--- src/rtl/alu_selftest_driver.sv ---
// Self-test initiator: replays a fixed vector list through the switch/button
// load protocol of the ALU input block and scores the LED results.
module alu_selftest_driver #(
    parameter int NB_DATA       = 6,
    parameter int NB_BTN        = 3,
    parameter int HOLD_CYCLES   = 2,
    parameter int SETTLE_CYCLES = 2,
    parameter int N_VECTORS     = 6
) (
    input  logic               clock,
    input  logic               reset,
    input  logic               i_start,
    input  logic [NB_DATA-1:0] i_leds,
    output logic [NB_DATA-1:0] o_switches,
    output logic [NB_BTN-1:0]  o_buttons,
    output logic               o_busy,
    output logic               o_done,
    output logic               o_pass,
    output logic [3:0]         o_fail_count,
    output logic [2:0]         o_fail_index
);

    localparam int CNT_MAX = (HOLD_CYCLES > SETTLE_CYCLES) ? HOLD_CYCLES : SETTLE_CYCLES;
    localparam int CNT_W   = (CNT_MAX > 1) ? $clog2(CNT_MAX) : 1;
    localparam logic [CNT_W-1:0]  HOLD_LAST   = CNT_W'(HOLD_CYCLES - 1);
    localparam logic [CNT_W-1:0]  SETTLE_LAST = CNT_W'(SETTLE_CYCLES - 1);
    localparam logic [2:0]        LAST_IDX    = 3'(N_VECTORS - 1);
    localparam logic [NB_BTN-1:0] BTN_A       = NB_BTN'(3'b100);
    localparam logic [NB_BTN-1:0] BTN_B       = NB_BTN'(3'b010);
    localparam logic [NB_BTN-1:0] BTN_OP      = NB_BTN'(3'b001);

    typedef enum logic [3:0] {
        IDLE, LOAD_A, GAP_A, LOAD_B, GAP_B, LOAD_OP, GAP_OP, SETTLE, CHECK, DONE
    } state_t;

    state_t             state_q, state_d;
    logic [2:0]         idx_q, idx_d;
    logic [CNT_W-1:0]   cnt_q, cnt_d;
    logic [3:0]         acc_cnt_q, acc_cnt_d;
    logic [2:0]         acc_idx_q, acc_idx_d;
    logic [NB_DATA-1:0] switches_q, switches_d;
    logic [NB_BTN-1:0]  buttons_q, buttons_d;
    logic               busy_q, busy_d;
    logic               done_q, done_d;
    logic               pass_q, pass_d;
    logic [3:0]         fail_count_q, fail_count_d;
    logic [2:0]         fail_index_q, fail_index_d;
    logic [4*NB_DATA-1:0] vec;
    logic [NB_DATA-1:0] vec_a, vec_b, vec_op, vec_exp;

    function automatic logic [4*NB_DATA-1:0] rom(input logic [2:0] idx);
        case (idx)
            3'd0:    rom = {NB_DATA'(15), NB_DATA'(20), NB_DATA'(6'b100000), NB_DATA'(35)};
            3'd1:    rom = {NB_DATA'(20), NB_DATA'(15), NB_DATA'(6'b100010), NB_DATA'(5)};
            3'd2:    rom = {NB_DATA'(15), NB_DATA'(20), NB_DATA'(6'b100100), NB_DATA'(4)};
            3'd3:    rom = {NB_DATA'(20), NB_DATA'(15), NB_DATA'(6'b100101), NB_DATA'(31)};
            3'd4:    rom = {NB_DATA'(15), NB_DATA'(20), NB_DATA'(6'b100110), NB_DATA'(27)};
            default: rom = {NB_DATA'(20), NB_DATA'(15), NB_DATA'(6'b100111), NB_DATA'(32)};
        endcase
    endfunction

    always_comb begin
        vec     = rom(idx_q);
        vec_a   = vec[4*NB_DATA-1 -: NB_DATA];
        vec_b   = vec[3*NB_DATA-1 -: NB_DATA];
        vec_op  = vec[2*NB_DATA-1 -: NB_DATA];
        vec_exp = vec[NB_DATA-1:0];
    end

    always_comb begin
        state_d   = state_q;
        idx_d     = idx_q;
        cnt_d     = cnt_q;
        acc_cnt_d = acc_cnt_q;
        acc_idx_d = acc_idx_q;
        case (state_q)
            IDLE, DONE: begin
                if (i_start) begin
                    state_d   = LOAD_A;
                    idx_d     = '0;
                    cnt_d     = '0;
                    acc_cnt_d = '0;
                    acc_idx_d = '0;
                end
            end
            LOAD_A, LOAD_B, LOAD_OP: begin
                if (cnt_q == HOLD_LAST) begin
                    cnt_d = '0;
                    case (state_q)
                        LOAD_A:  state_d = GAP_A;
                        LOAD_B:  state_d = GAP_B;
                        default: state_d = GAP_OP;
                    endcase
                end else begin
                    cnt_d = cnt_q + 1'b1;
                end
            end
            GAP_A:  state_d = LOAD_B;
            GAP_B:  state_d = LOAD_OP;
            GAP_OP: state_d = SETTLE;
            SETTLE: begin
                if (cnt_q == SETTLE_LAST) begin
                    cnt_d   = '0;
                    state_d = CHECK;
                end else begin
                    cnt_d = cnt_q + 1'b1;
                end
            end
            CHECK: begin
                if (i_leds != vec_exp) begin
                    if (acc_cnt_q != '1) acc_cnt_d = acc_cnt_q + 4'd1;
                    if (acc_cnt_q == '0) acc_idx_d = idx_q;
                end
                if (idx_q == LAST_IDX) begin
                    state_d = DONE;
                end else begin
                    idx_d   = idx_q + 3'd1;
                    state_d = LOAD_A;
                end
            end
            default: state_d = IDLE;
        endcase
    end

    // Outputs are a registered image of the current state, so every port lags
    // the state register by one cycle and changes together on the same edge.
    always_comb begin
        switches_d   = switches_q;
        buttons_d    = '0;
        busy_d       = 1'b1;
        done_d       = 1'b0;
        pass_d       = 1'b0;
        fail_count_d = acc_cnt_q;
        fail_index_d = acc_idx_q;
        case (state_q)
            IDLE: begin
                switches_d = '0;
                busy_d     = 1'b0;
            end
            LOAD_A: begin
                switches_d = vec_a;
                buttons_d  = BTN_A;
            end
            LOAD_B: begin
                switches_d = vec_b;
                buttons_d  = BTN_B;
            end
            LOAD_OP: begin
                switches_d = vec_op;
                buttons_d  = BTN_OP;
            end
            DONE: begin
                switches_d = '0;
                busy_d     = 1'b0;
                done_d     = 1'b1;
                pass_d     = (acc_cnt_q == '0);
            end
            default: ;
        endcase
    end

    always_ff @(posedge clock) begin
        if (reset) begin
            state_q      <= IDLE;
            idx_q        <= '0;
            cnt_q        <= '0;
            acc_cnt_q    <= '0;
            acc_idx_q    <= '0;
            switches_q   <= '0;
            buttons_q    <= '0;
            busy_q       <= 1'b0;
            done_q       <= 1'b0;
            pass_q       <= 1'b0;
            fail_count_q <= '0;
            fail_index_q <= '0;
        end else begin
            state_q      <= state_d;
            idx_q        <= idx_d;
            cnt_q        <= cnt_d;
            acc_cnt_q    <= acc_cnt_d;
            acc_idx_q    <= acc_idx_d;
            switches_q   <= switches_d;
            buttons_q    <= buttons_d;
            busy_q       <= busy_d;
            done_q       <= done_d;
            pass_q       <= pass_d;
            fail_count_q <= fail_count_d;
            fail_index_q <= fail_index_d;
        end
    end

    assign o_switches   = switches_q;
    assign o_buttons    = buttons_q;
    assign o_busy       = busy_q;
    assign o_done       = done_q;
    assign o_pass       = pass_q;
    assign o_fail_count = fail_count_q;
    assign o_fail_index = fail_index_q;

endmodule

--- config.mk ---
export PLATFORM = sky130hd
export DESIGN_NAME = alu_selftest_driver
export DESIGN_NICKNAME = d
export VERILOG_FILES = /design/src/rtl/alu_selftest_driver.sv
export SDC_FILE = /design/constraint.sdc
export NUM_CORES = 1
export LEC_CHECK = 0
export CAP_MARGIN = 15
export CORE_UTILIZATION = 52
export CTS_CLUSTER_DIAMETER = 60
export DETAILED_ROUTE_END_ITERATION = 8
export GPL_ROUTABILITY_DRIVEN = 1
export PLACE_DENSITY = 0.78
export SLEW_MARGIN = 20
export SYNTH_ARGS = -nofsm -noshare
export SYNTH_HDL_FRONTEND = slang
export SYNTH_SLANG_ARGS = --single-unit
--- constraint.sdc ---
create_clock -name clock -period 2.75 [get_ports clock]
set_input_delay 0.55 -clock clock [delete_from_list [all_inputs] [get_ports clock]]
set_output_delay 0.55 -clock clock [all_outputs]
set_load 0.03 [all_outputs]
# After elaboration in Yosys (flattened, before gate mapping)

Cells that the tools add are included.
W data, S select, Z words.

Register bits after elaboration: 34
Bits in latches: 0
Memory bits (writable): 0
ROM bits: 0
Input port bits: 9
Logic and storage cells: 78
Memories: 0

Add/subtract/negate cells: 3
Multiply operators: 0
Divide/modulo/power cells: 0
Order comparisons: 0
Eq/ne operators: 23
Shift-type cells: 0
Mux-type cells: 24
Bitwise gates (word level): 1
Reduce and logical (&&, ||, !) cells: 15

Operators with widths:

| operator              | number |
|---|---|
| $pmux W23 S5          | 1 |
| $mux W4               | 7 |
| $pmux W4 S7           | 1 |
| $pmux W6 S4           | 1 |
| $pmux W3 S2           | 3 |
| $eq A4 B3 Y1 const B  | 4 |
| $mux W3               | 4 |
| $ne A2 B2 Y1 const B  | 6 |
| $pmux W3 S3           | 1 |
| $eq A4 B2 Y1 const B  | 2 |
| $eq A4 B4 Y1 const B  | 2 |
| $logic_not A4 Y1      | 2 |
| $pmux W4 S2           | 1 |
| $reduce_and A4 Y1     | 2 |
| $eq A3 B2 Y1 const B  | 2 |
| $eq A3 B3 Y1 const B  | 2 |
| $ne A6 B6 Y1          | 1 |
| $reduce_and A3 Y1     | 2 |
| $add A4 B1 Y4 const B | 1 |
| $eq A4 B1 Y1 const B  | 1 |
| $mux W1               | 4 |
| $ne A4 B4 Y1 const B  | 1 |
| $reduce_bool A2 Y1    | 2 |
| $reduce_bool A4 Y1    | 1 |
| other kinds (11)      | 12 |

# Longest topological paths before layout

Gate-level depths: netlist (run 1).

Word-level depth: 5
Gate-level depth with buffers: 9
Mapped depth without buffers: 8

# Worst setup path before layout (run 1)

OpenSTA, ideal clock, no wires.

Path type: reg-to-reg
Start point: reg idx_q[0]
End point: reg acc_cnt_q[2]
Setup time: 74 ps
Data arrival time: 2,199 ps
Slack: 477 ps
Cell stages (with the launch flop): 9
Period minus slack after synthesis: 2,273 ps
Cells stage by stage: dfxtp_1 ha_1 ha_1 a211oi_1 o21ai_0 xor2_1 nor4_4 or4b_1 a31oi_1

Cells in the longest elaborated chain, start to end: 5
Elaborated cells on any way between the ends: 9
Those cells by class: 6 x eq/ne; 1 x mux; 2 x reduce/logical

RTL lines:

| element                              | line | RTL |
|---|---|---|
| start, declared                      | 37   | `logic [2:0] idx_q, idx_d;` |
| start signal, assigned               | 178  | `idx_q <= idx_d;` |
| $eq A3 B3 Y1 (tied with other cells) | 52   | `case (idx)` |
| $pmux W23 S5 (*)                     | 52   |  |
| $ne A6 B6 Y1 (*)                     | 110  | `if (i_leds != vec_exp) begin` |
| $ne A2 B2 Y1 (no line) (*)           | -    |  |
| $reduce_and A4 Y1 (no line) (*)      | -    |  |
| end signal, assigned                 | 180  | `acc_cnt_q <= acc_cnt_d;` |
| end, declared                        | 39   | `logic [3:0] acc_cnt_q, acc_cnt_d;` |

Every way passes the cells marked *; elsewhere a longest branch is shown, timed or not.
A chain may end at the register's enable or synchronous reset.

# Worst setup path after layout (run 1)

Start point: reg idx_q[2]
End point: reg acc_cnt_q[2]

Same word-level chain as after synthesis.

==> impl_metrics.env, run 1 <==
export IMPL_leakage_nw=0.754
export IMPL_cp_max_fo=9
export IMPL_wl_per_cell_um=13.1
export IMPL_fp_dieArea_um2=3500
export IMPL_report_final_hold_viol_count=0
export IMPL_synth_largest_type_area_fraction_pct=40.1
export IMPL_cts_clk_slew_worst_paths_ns=0.10
export IMPL_wirelength_mm=3.53
export IMPL_ctsResizeCount=0
export IMPL_h_tree_depth=2
export IMPL_worst_setup_path_startpoint="idx_q[2]$_SDFFE_PP0P_"
export IMPL_grt_setup_unrepaired="no"
export IMPL_timing_critical_path_arrival_ns=2.83
export IMPL_dpl_worst_slack_ns=-0.0167
export IMPL_synthesized_flop_and_latch_total=34
export IMPL_first_global_vias=1395
export IMPL_grt_max_degree=33
export IMPL_synth_largest_area_cell="sky130_fd_sc_hd__dfxtp_1"
export IMPL_cts_made_buffers=5
export IMPL_vdd_ir_drop_worst_mv=0.250
export IMPL_design_portCount=28
export IMPL_remaining_drc_errors=0
export IMPL_clk_path_buf_depth=2
export IMPL_worst_hold_path_type="reg -> reg"
export IMPL_synth_distinct_cells=49
export IMPL_viasPerCell=5.69
export IMPL_die_w_um=59.1
export IMPL_track_usage_pct=22.4
export IMPL_crit_path_required_time_ns=3.02
export IMPL_later_pin_clock_latency_in_the_skew_report_ns=0.34
export IMPL_areaGrowthSynthToFinish_pct=21.6
export IMPL_initial_core_util_pct=55.1
export IMPL_antenna_violating_nets_post_route=0
export IMPL_cts_tree="done"
export IMPL_synth_sequential_area_ratio_pct=40.1
export IMPL_timing_worst_slew_pin_value_ns=0.502
export IMPL_grt_antenna_before_repair=0
export IMPL_syn_mean_instance_area_um2=8.66
export IMPL_status="completed"
export IMPL_critPathCaptureType="register"
export IMPL_drive_above_1_share_pct=9.29
export IMPL_place_gp_congestion=0.801
export IMPL_async_reset_ff_share_pct=0
export IMPL_timing_slew_headroom_pct=66.5
export IMPL_clock_sink_count=34
export IMPL_cts_root_buffer="sky130_fd_sc_hd__clkbuf_4"
export IMPL_fin_worst_skew_ns=0.0103
export IMPL_worst_hold_startpoint="acc_idx_q[1]$_SDFFE_PP0P_"
export IMPL_place_hpwl_mm=2.57
export IMPL_floorplan_core_area_um2=3080
export IMPL_yosysWarnings=0
export IMPL_drt_first_pass_iters=4
export IMPL_r2r_start="idx_q[2]$_SDFFE_PP0P_"
export IMPL_fin_util_pct=67.0
export IMPL_layout_worst_path_cycle_share_pct=93.2
export IMPL_die_height_um=59.1
export IMPL_setup_viol=0
export IMPL_globalRoute_totalOverflow=0
export IMPL_io_buffer_count=27
export IMPL_worst_setup_path_start_kind="register"
export IMPL_critical_path_class="reg -> reg"
export IMPL_timing_fmax_ghz=0.390
export IMPL_number_of_enable_type_register_cells_in_the_synthesized_netlist=0
export IMPL_postSynthNetCount=212
export IMPL_drt_iter0_markers=54
export IMPL_num_rows=20
export IMPL_ys_top_cells_by_area="sky130_fd_sc_hd__dfxtp_1, sky130_fd_sc_hd__ha_1, sky130_fd_sc_hd__nor2_1"
export IMPL_nNetsFinal=241
export IMPL_via_count=1536
export IMPL_max_cap_violations=0
export IMPL_post_route_min_period_ns=2.56
export IMPL_synthesis_instances=196
export IMPL_grt_first_pass_wirelength_mm=5.90
export IMPL_power_density_nw_per_um2=453
export IMPL_ys_dominant_reg_cell="sky130_fd_sc_hd__dfxtp_1"
export IMPL_synth_cell_area_um2=1700
export IMPL_antenna_cells=0
export IMPL_timing_final_max_slew_violations=0
export IMPL_finalWorstSetupSlack_ns=0.187
==> stage by stage <==
step	area, um2	total power, mW	instances	TNS [ns]	hold WS [ns]
after floorplan	1700	0.606	196	0	0.441
final	2060	0.934	270	0	0.467
after detailed placement	2000	0.651	261	-0.0373	0.452
after CTS	2060	0.935	269	0	0.467
after global placement	2000	0.648	261	0	0.452
after global routing	2060	0.974	270	0	0.481
==> logic make-up (layout without fill, tap and decap cells) <==
group / count (synthesis) / in the layout / share of synthesized area (%)
fa+ha+maj: 8 / 8 / 5.75
simple gates: 78 / 78 / 25.1
flops: 34 / 34 / 40.1
xor+xnor: 5 / 5 / 2.58
buf+inv: 21 / 51 / 5.75
compound gates: 46 / 46 / 18.1
mux: 4 / 4 / 2.58
==> synth_stat cells, types with 2 or more instances <==
library cell / n
sky130_fd_sc_hd__clkinv_1: 2
sky130_fd_sc_hd__nor2_1: 22
sky130_fd_sc_hd__nand3_1: 5
sky130_fd_sc_hd__a21oi_1: 9
sky130_fd_sc_hd__a221oi_1: 3
sky130_fd_sc_hd__clkbuf_1: 4
sky130_fd_sc_hd__xnor2_1: 3
sky130_fd_sc_hd__buf_2: 3
sky130_fd_sc_hd__mux2_2: 3
sky130_fd_sc_hd__nor3_1: 13
sky130_fd_sc_hd__and3_1: 3
sky130_fd_sc_hd__o22ai_1: 3
sky130_fd_sc_hd__o31ai_1: 3
sky130_fd_sc_hd__nand2_1: 14
sky130_fd_sc_hd__o21ai_0: 12
sky130_fd_sc_hd__ha_1: 7
sky130_fd_sc_hd__or4_1: 3
sky130_fd_sc_hd__dfxtp_1: 34
sky130_fd_sc_hd__nor2b_1: 7
sky130_fd_sc_hd__nand2b_1: 2
sky130_fd_sc_hd__inv_1: 9
sky130_fd_sc_hd__xor2_1: 2
sky130_fd_sc_hd__buf_6: 2
sky130_fd_sc_hd__a31oi_1: 3
==> worst max-delay path, cell delays in order (launching register included) <==
cell and delay, ns:
sky130_fd_sc_hd__dfxtp_1 0.51, sky130_fd_sc_hd__clkinv_1 0.14, sky130_fd_sc_hd__ha_1 0.25, sky130_fd_sc_hd__a211oi_1 0.21, sky130_fd_sc_hd__o21ai_0 0.13, sky130_fd_sc_hd__xor2_1 0.28, sky130_fd_sc_hd__nor4_4 0.10, sky130_fd_sc_hd__buf_4 0.17
sky130_fd_sc_hd__or4b_1 0.50, sky130_fd_sc_hd__a31oi_1 0.19
==> layout by cell type, fill, tap and decap left out, types with 3 or more instances in the layout <==
master / instances
sky130_fd_sc_hd__nor3_1: 13
sky130_fd_sc_hd__xnor2_1: 3
sky130_fd_sc_hd__ha_1: 7
sky130_fd_sc_hd__inv_1: 9
sky130_fd_sc_hd__o22ai_1: 3
sky130_fd_sc_hd__a21oi_1: 9
sky130_fd_sc_hd__o31ai_1: 3
sky130_fd_sc_hd__clkbuf_4: 5
sky130_fd_sc_hd__clkdlybuf4s50_1: 27
sky130_fd_sc_hd__and3_1: 3
sky130_fd_sc_hd__nor2b_1: 7
sky130_fd_sc_hd__a221oi_1: 3
sky130_fd_sc_hd__dfxtp_1: 34
sky130_fd_sc_hd__mux2_2: 3
sky130_fd_sc_hd__o21ai_0: 12
sky130_fd_sc_hd__nand2_1: 14
sky130_fd_sc_hd__or4_1: 3
sky130_fd_sc_hd__nand3_1: 5
sky130_fd_sc_hd__nor2_1: 22
sky130_fd_sc_hd__a31oi_1: 3
sky130_fd_sc_hd__buf_4: 5
==> registers in the layout, indices dropped and copies added (netlist names) <==
register      count
acc_idx_q         3
o_pass            1
o_switches        6
acc_cnt_q         4
o_fail_index      3
idx_q             3
o_done            1
cnt_q             1
o_busy            1
o_buttons         3
state_q           4
o_fail_count      4
==> cell type report <==
type,count,area [um2]
Clock buffer,7,55.1
Clock inverter,1,5.00
Fill cell,245,1010
Inverter,11,41.3
Multi-Input combinational cell,141,918
Sequential cell,34,681
Tap cell,44,55.1
Timing Repair Buffer,32,308
==> worst paths after layout <==
check | to | slack [ns] | cells past startpoint
worst min-delay path | o_fail_index[1]$_SDFF_PP0_ | 0.47 | 1
worst min register to register | o_fail_index[1]$_SDFF_PP0_ | 0.47 | 1
worst max-delay path | acc_cnt_q[2]$_SDFFE_PP0P_ | 0.19 | 9
worst max register to register | acc_cnt_q[2]$_SDFFE_PP0P_ | 0.19 | 9
==> where the power goes <==
group / switching, mW / internal, mW
Sequential: 0.0116 / 0.506
Combinational: 0.0713 / 0.0524
Clock: 0.169 / 0.124
==> metal layers <==
layer | track usage [%] | up-vias | part of all wire (%)
met5 | 0 | - | 0
met4 | 10.2 | 0 | 1.5
met3 | 5.68 | 7 | 3.3
met2 | 39.8 | 38 | 51
met1 | 25.1 | 731 | 44
li1 | - | 760 | -
==> what timing repair did <==
action                                  in CTS  in global routing
hold buffers                                 0                  0
endpoints found under the setup margin       0                  2
setup buffers                                0                  1
(Power assumes the default switching activity.)
==> inputs of run 2 (changes only) <==
Settings changed: GPL_TIMING_DRIVEN from default to 0.
==> run 2 against run 1 <==
  * Power rose by 20%
  * Sequential cell count unchanged
  * Clock skew decreased by 0.0063 ns
  * Routed wire length grew 4.6%
  * Non-clock buffer count increased by 6
  * Worst hold slack lost 0.0012 ns
  * Worst setup slack gained 0.031 ns
  * Clock-buffer cell count fell by 1
  * Core utilization up 2.7 points
  * Largest cell class unchanged
  * Largest power group unchanged
  * Highest routed layer unchanged
==> impl_metrics.env, run 2 (synthesis results as in run 1) <==
export IMPL_clock_sink_count=34
export IMPL_total_power_draw_mw=1.12
export IMPL_place_hpwl_mm=2.70
export IMPL_largest_register_ffs=6
export IMPL_regToRegSetupSlack_ns=0.22
export IMPL_drt_first_pass_iters=4
export IMPL_vdd_ir_drop_worst_mv=0.352
export IMPL_cts_made_buffers=5
export IMPL_fin_worst_skew_ns=0.00398
export IMPL_later_pin_clock_latency_in_the_skew_report_ns=0.34
export IMPL_viasPerCell=5.63
export IMPL_final_common_cell="sky130_fd_sc_hd__dfxtp_1"
export IMPL_crit_reg2reg_capture="acc_idx_q[1]$_SDFFE_PP0P_"
export IMPL_clk_path_buf_depth=2
export IMPL_power_density_nw_per_um2=524
export IMPL_initial_core_util_pct=55.1
export IMPL_fin_util_pct=69.8
export IMPL_worst_hold_startpoint="o_switches[4]$_SDFFE_PP0P_"
export IMPL_worst_hold_path_endpoint="o_switches[4]$_SDFFE_PP0P_"
export IMPL_post_route_min_period_ns=2.53
export IMPL_design_portCount=28
export IMPL_cts_root_buffer="sky130_fd_sc_hd__clkbuf_4"
export IMPL_critPathCaptureType="register"
export IMPL_postLayoutCellArea_um2=2150
export IMPL_io_buffer_count=27
export IMPL_remaining_drc_errors=0
export IMPL_critical_path_class="reg -> reg"
export IMPL_report_final_hold_viol_count=0
export IMPL_wl_per_cell_um=13.4
export IMPL_worst_setup_path_start_kind="register"
export IMPL_nNetsFinal=247
export IMPL_timing_slew_headroom_pct=64.8
export IMPL_grt_max_degree=12
export IMPL_layout_worst_path_cycle_share_pct=92.1
export IMPL_grt_antenna_before_repair=0
export IMPL_timing_critical_path_arrival_ns=2.77
export IMPL_track_usage_pct=23.9
export IMPL_via_count=1555
export IMPL_place_gp_congestion=0.823
export IMPL_cts_tree="done"
export IMPL_drt_iter0_markers=77
export IMPL_h_tree_depth=2
export IMPL_globalRoute_totalOverflow=0
export IMPL_worst_hold_path_type="reg -> reg"
export IMPL_areaGrowthSynthToFinish_pct=26.5
export IMPL_floorplan_core_area_um2=3080
export IMPL_timing_final_max_slew_violations=0
export IMPL_grt_first_pass_wirelength_mm=6.28
export IMPL_antenna_violating_nets_post_route=0
export IMPL_fp_dieArea_um2=3500
export IMPL_timing_fmax_ghz=0.395
export IMPL_final_cell_mix="sky130_fd_sc_hd__dfxtp_1, sky130_fd_sc_hd__clkdlybuf4s50_1, sky130_fd_sc_hd__nor2_1, sky130_fd_sc_hd__nand2_1, sky130_fd_sc_hd__nor3_1"
export IMPL_hold_path_cell_count=2
export IMPL_first_global_vias=1457
export IMPL_max_cap_violations=0
export IMPL_status="completed"
export IMPL_num_rows=20
export IMPL_die_w_um=59.1
export IMPL_die_height_um=59.1
export IMPL_cts_clk_slew_worst_paths_ns=0.10
export IMPL_antenna_cells=0
export IMPL_grt_setup_unrepaired="no"
export IMPL_cts_hold_buffers=0
export IMPL_setup_viol=0
export IMPL_timing_worst_slew_pin_value_ns=0.528
export IMPL_dpl_instance_area_um2=2020
export IMPL_leakage_nw=0.790
export IMPL_wirelength_mm=3.69
export IMPL_crit_path_required_time_ns=2.99
export IMPL_worst_r2r_path_depth=8
export IMPL_drive_above_1_share_pct=10.8
export IMPL_cp_max_fo=8
export IMPL_r2r_start="idx_q[0]$_SDFFE_PP0P_"
run 2: worst max path at each step:
stage | start | slack (ns) | depth (start not counted) | to
finish | idx_q[0]$_SDFFE_PP0P_ | 0.22 | 8 | acc_idx_q[1]$_SDFFE_PP0P_
global placement | i_leds[3] | 0.04 | 7 | acc_idx_q[2]$_SDFFE_PP0P_
floorplan | idx_q[0]$_SDFFE_PP0P_ | 0.48 | 8 | acc_cnt_q[2]$_SDFFE_PP0P_
CTS | idx_q[2]$_SDFFE_PP0P_ | 0.1 | 9 | acc_idx_q[1]$_SDFFE_PP0P_
detailed placement | i_leds[3] | -0.05 | 7 | acc_idx_q[1]$_SDFFE_PP0P_
global route | idx_q[2]$_SDFFE_PP0P_ | 0.0008 | 9 | acc_idx_q[1]$_SDFFE_PP0P_
run 2: worst max-delay path: stages (launching register included):
cell and delay [ns]:
sky130_fd_sc_hd__dfxtp_1 0.43, sky130_fd_sc_hd__inv_1 0.12, sky130_fd_sc_hd__ha_1 0.24, sky130_fd_sc_hd__or4_1 0.57, sky130_fd_sc_hd__a21oi_1 0.18, sky130_fd_sc_hd__a311oi_2 0.08, sky130_fd_sc_hd__nor4_4 0.37, sky130_fd_sc_hd__nor3_2 0.15
sky130_fd_sc_hd__mux2_2 0.29
run 2: what timing repair did:
item	4_1_cts	5_1_grt
endpoints found under the setup margin	0	5
buffers inserted	0	1
resized for setup	0	2
run 2: area by class of cell:
class | instances | area, um2
tap | 44 | 55.1
multi-input combinational | 141 | 921
inverter | 11 | 45.0
buffer | 10 | 56.3
clock inverter | 2 | 60.1
fill | 251 | 931
clock buffer | 6 | 51.3
timing repair buffer | 28 | 278
sequential | 34 | 681
run 2: power by group:
| part | switching [mW] | internal, mW |
|---|---|---|
| Combinational | 0.0754 | 0.0549 |
| Sequential | 0.00922 | 0.506 |
| Clock | 0.172 | 0.308 |
| Total | 0.256 | 0.868 |
run 2: metrics by stage:
stage                     worst slack (ns)  hold WS [ns]  cells  setup TNS (ns)
after floorplan                      0.477         0.441    196               0
after global placement              0.0421         0.453    267               0
after CTS                           0.0999         0.468    275               0
after global routing              0.000846         0.483    276               0
after detailed placement           -0.0482         0.451    267          -0.134
final                                0.218         0.466    276               0
run 2: routing by layer:
layer	up-vias	part of all wire (%)	track usage, %
met2	62	51	40.4
met3	7	7.1	7.21
met4	0	1.2	11.2
met5	-	0	0
met1	713	41	27.6
li1	773	-	-
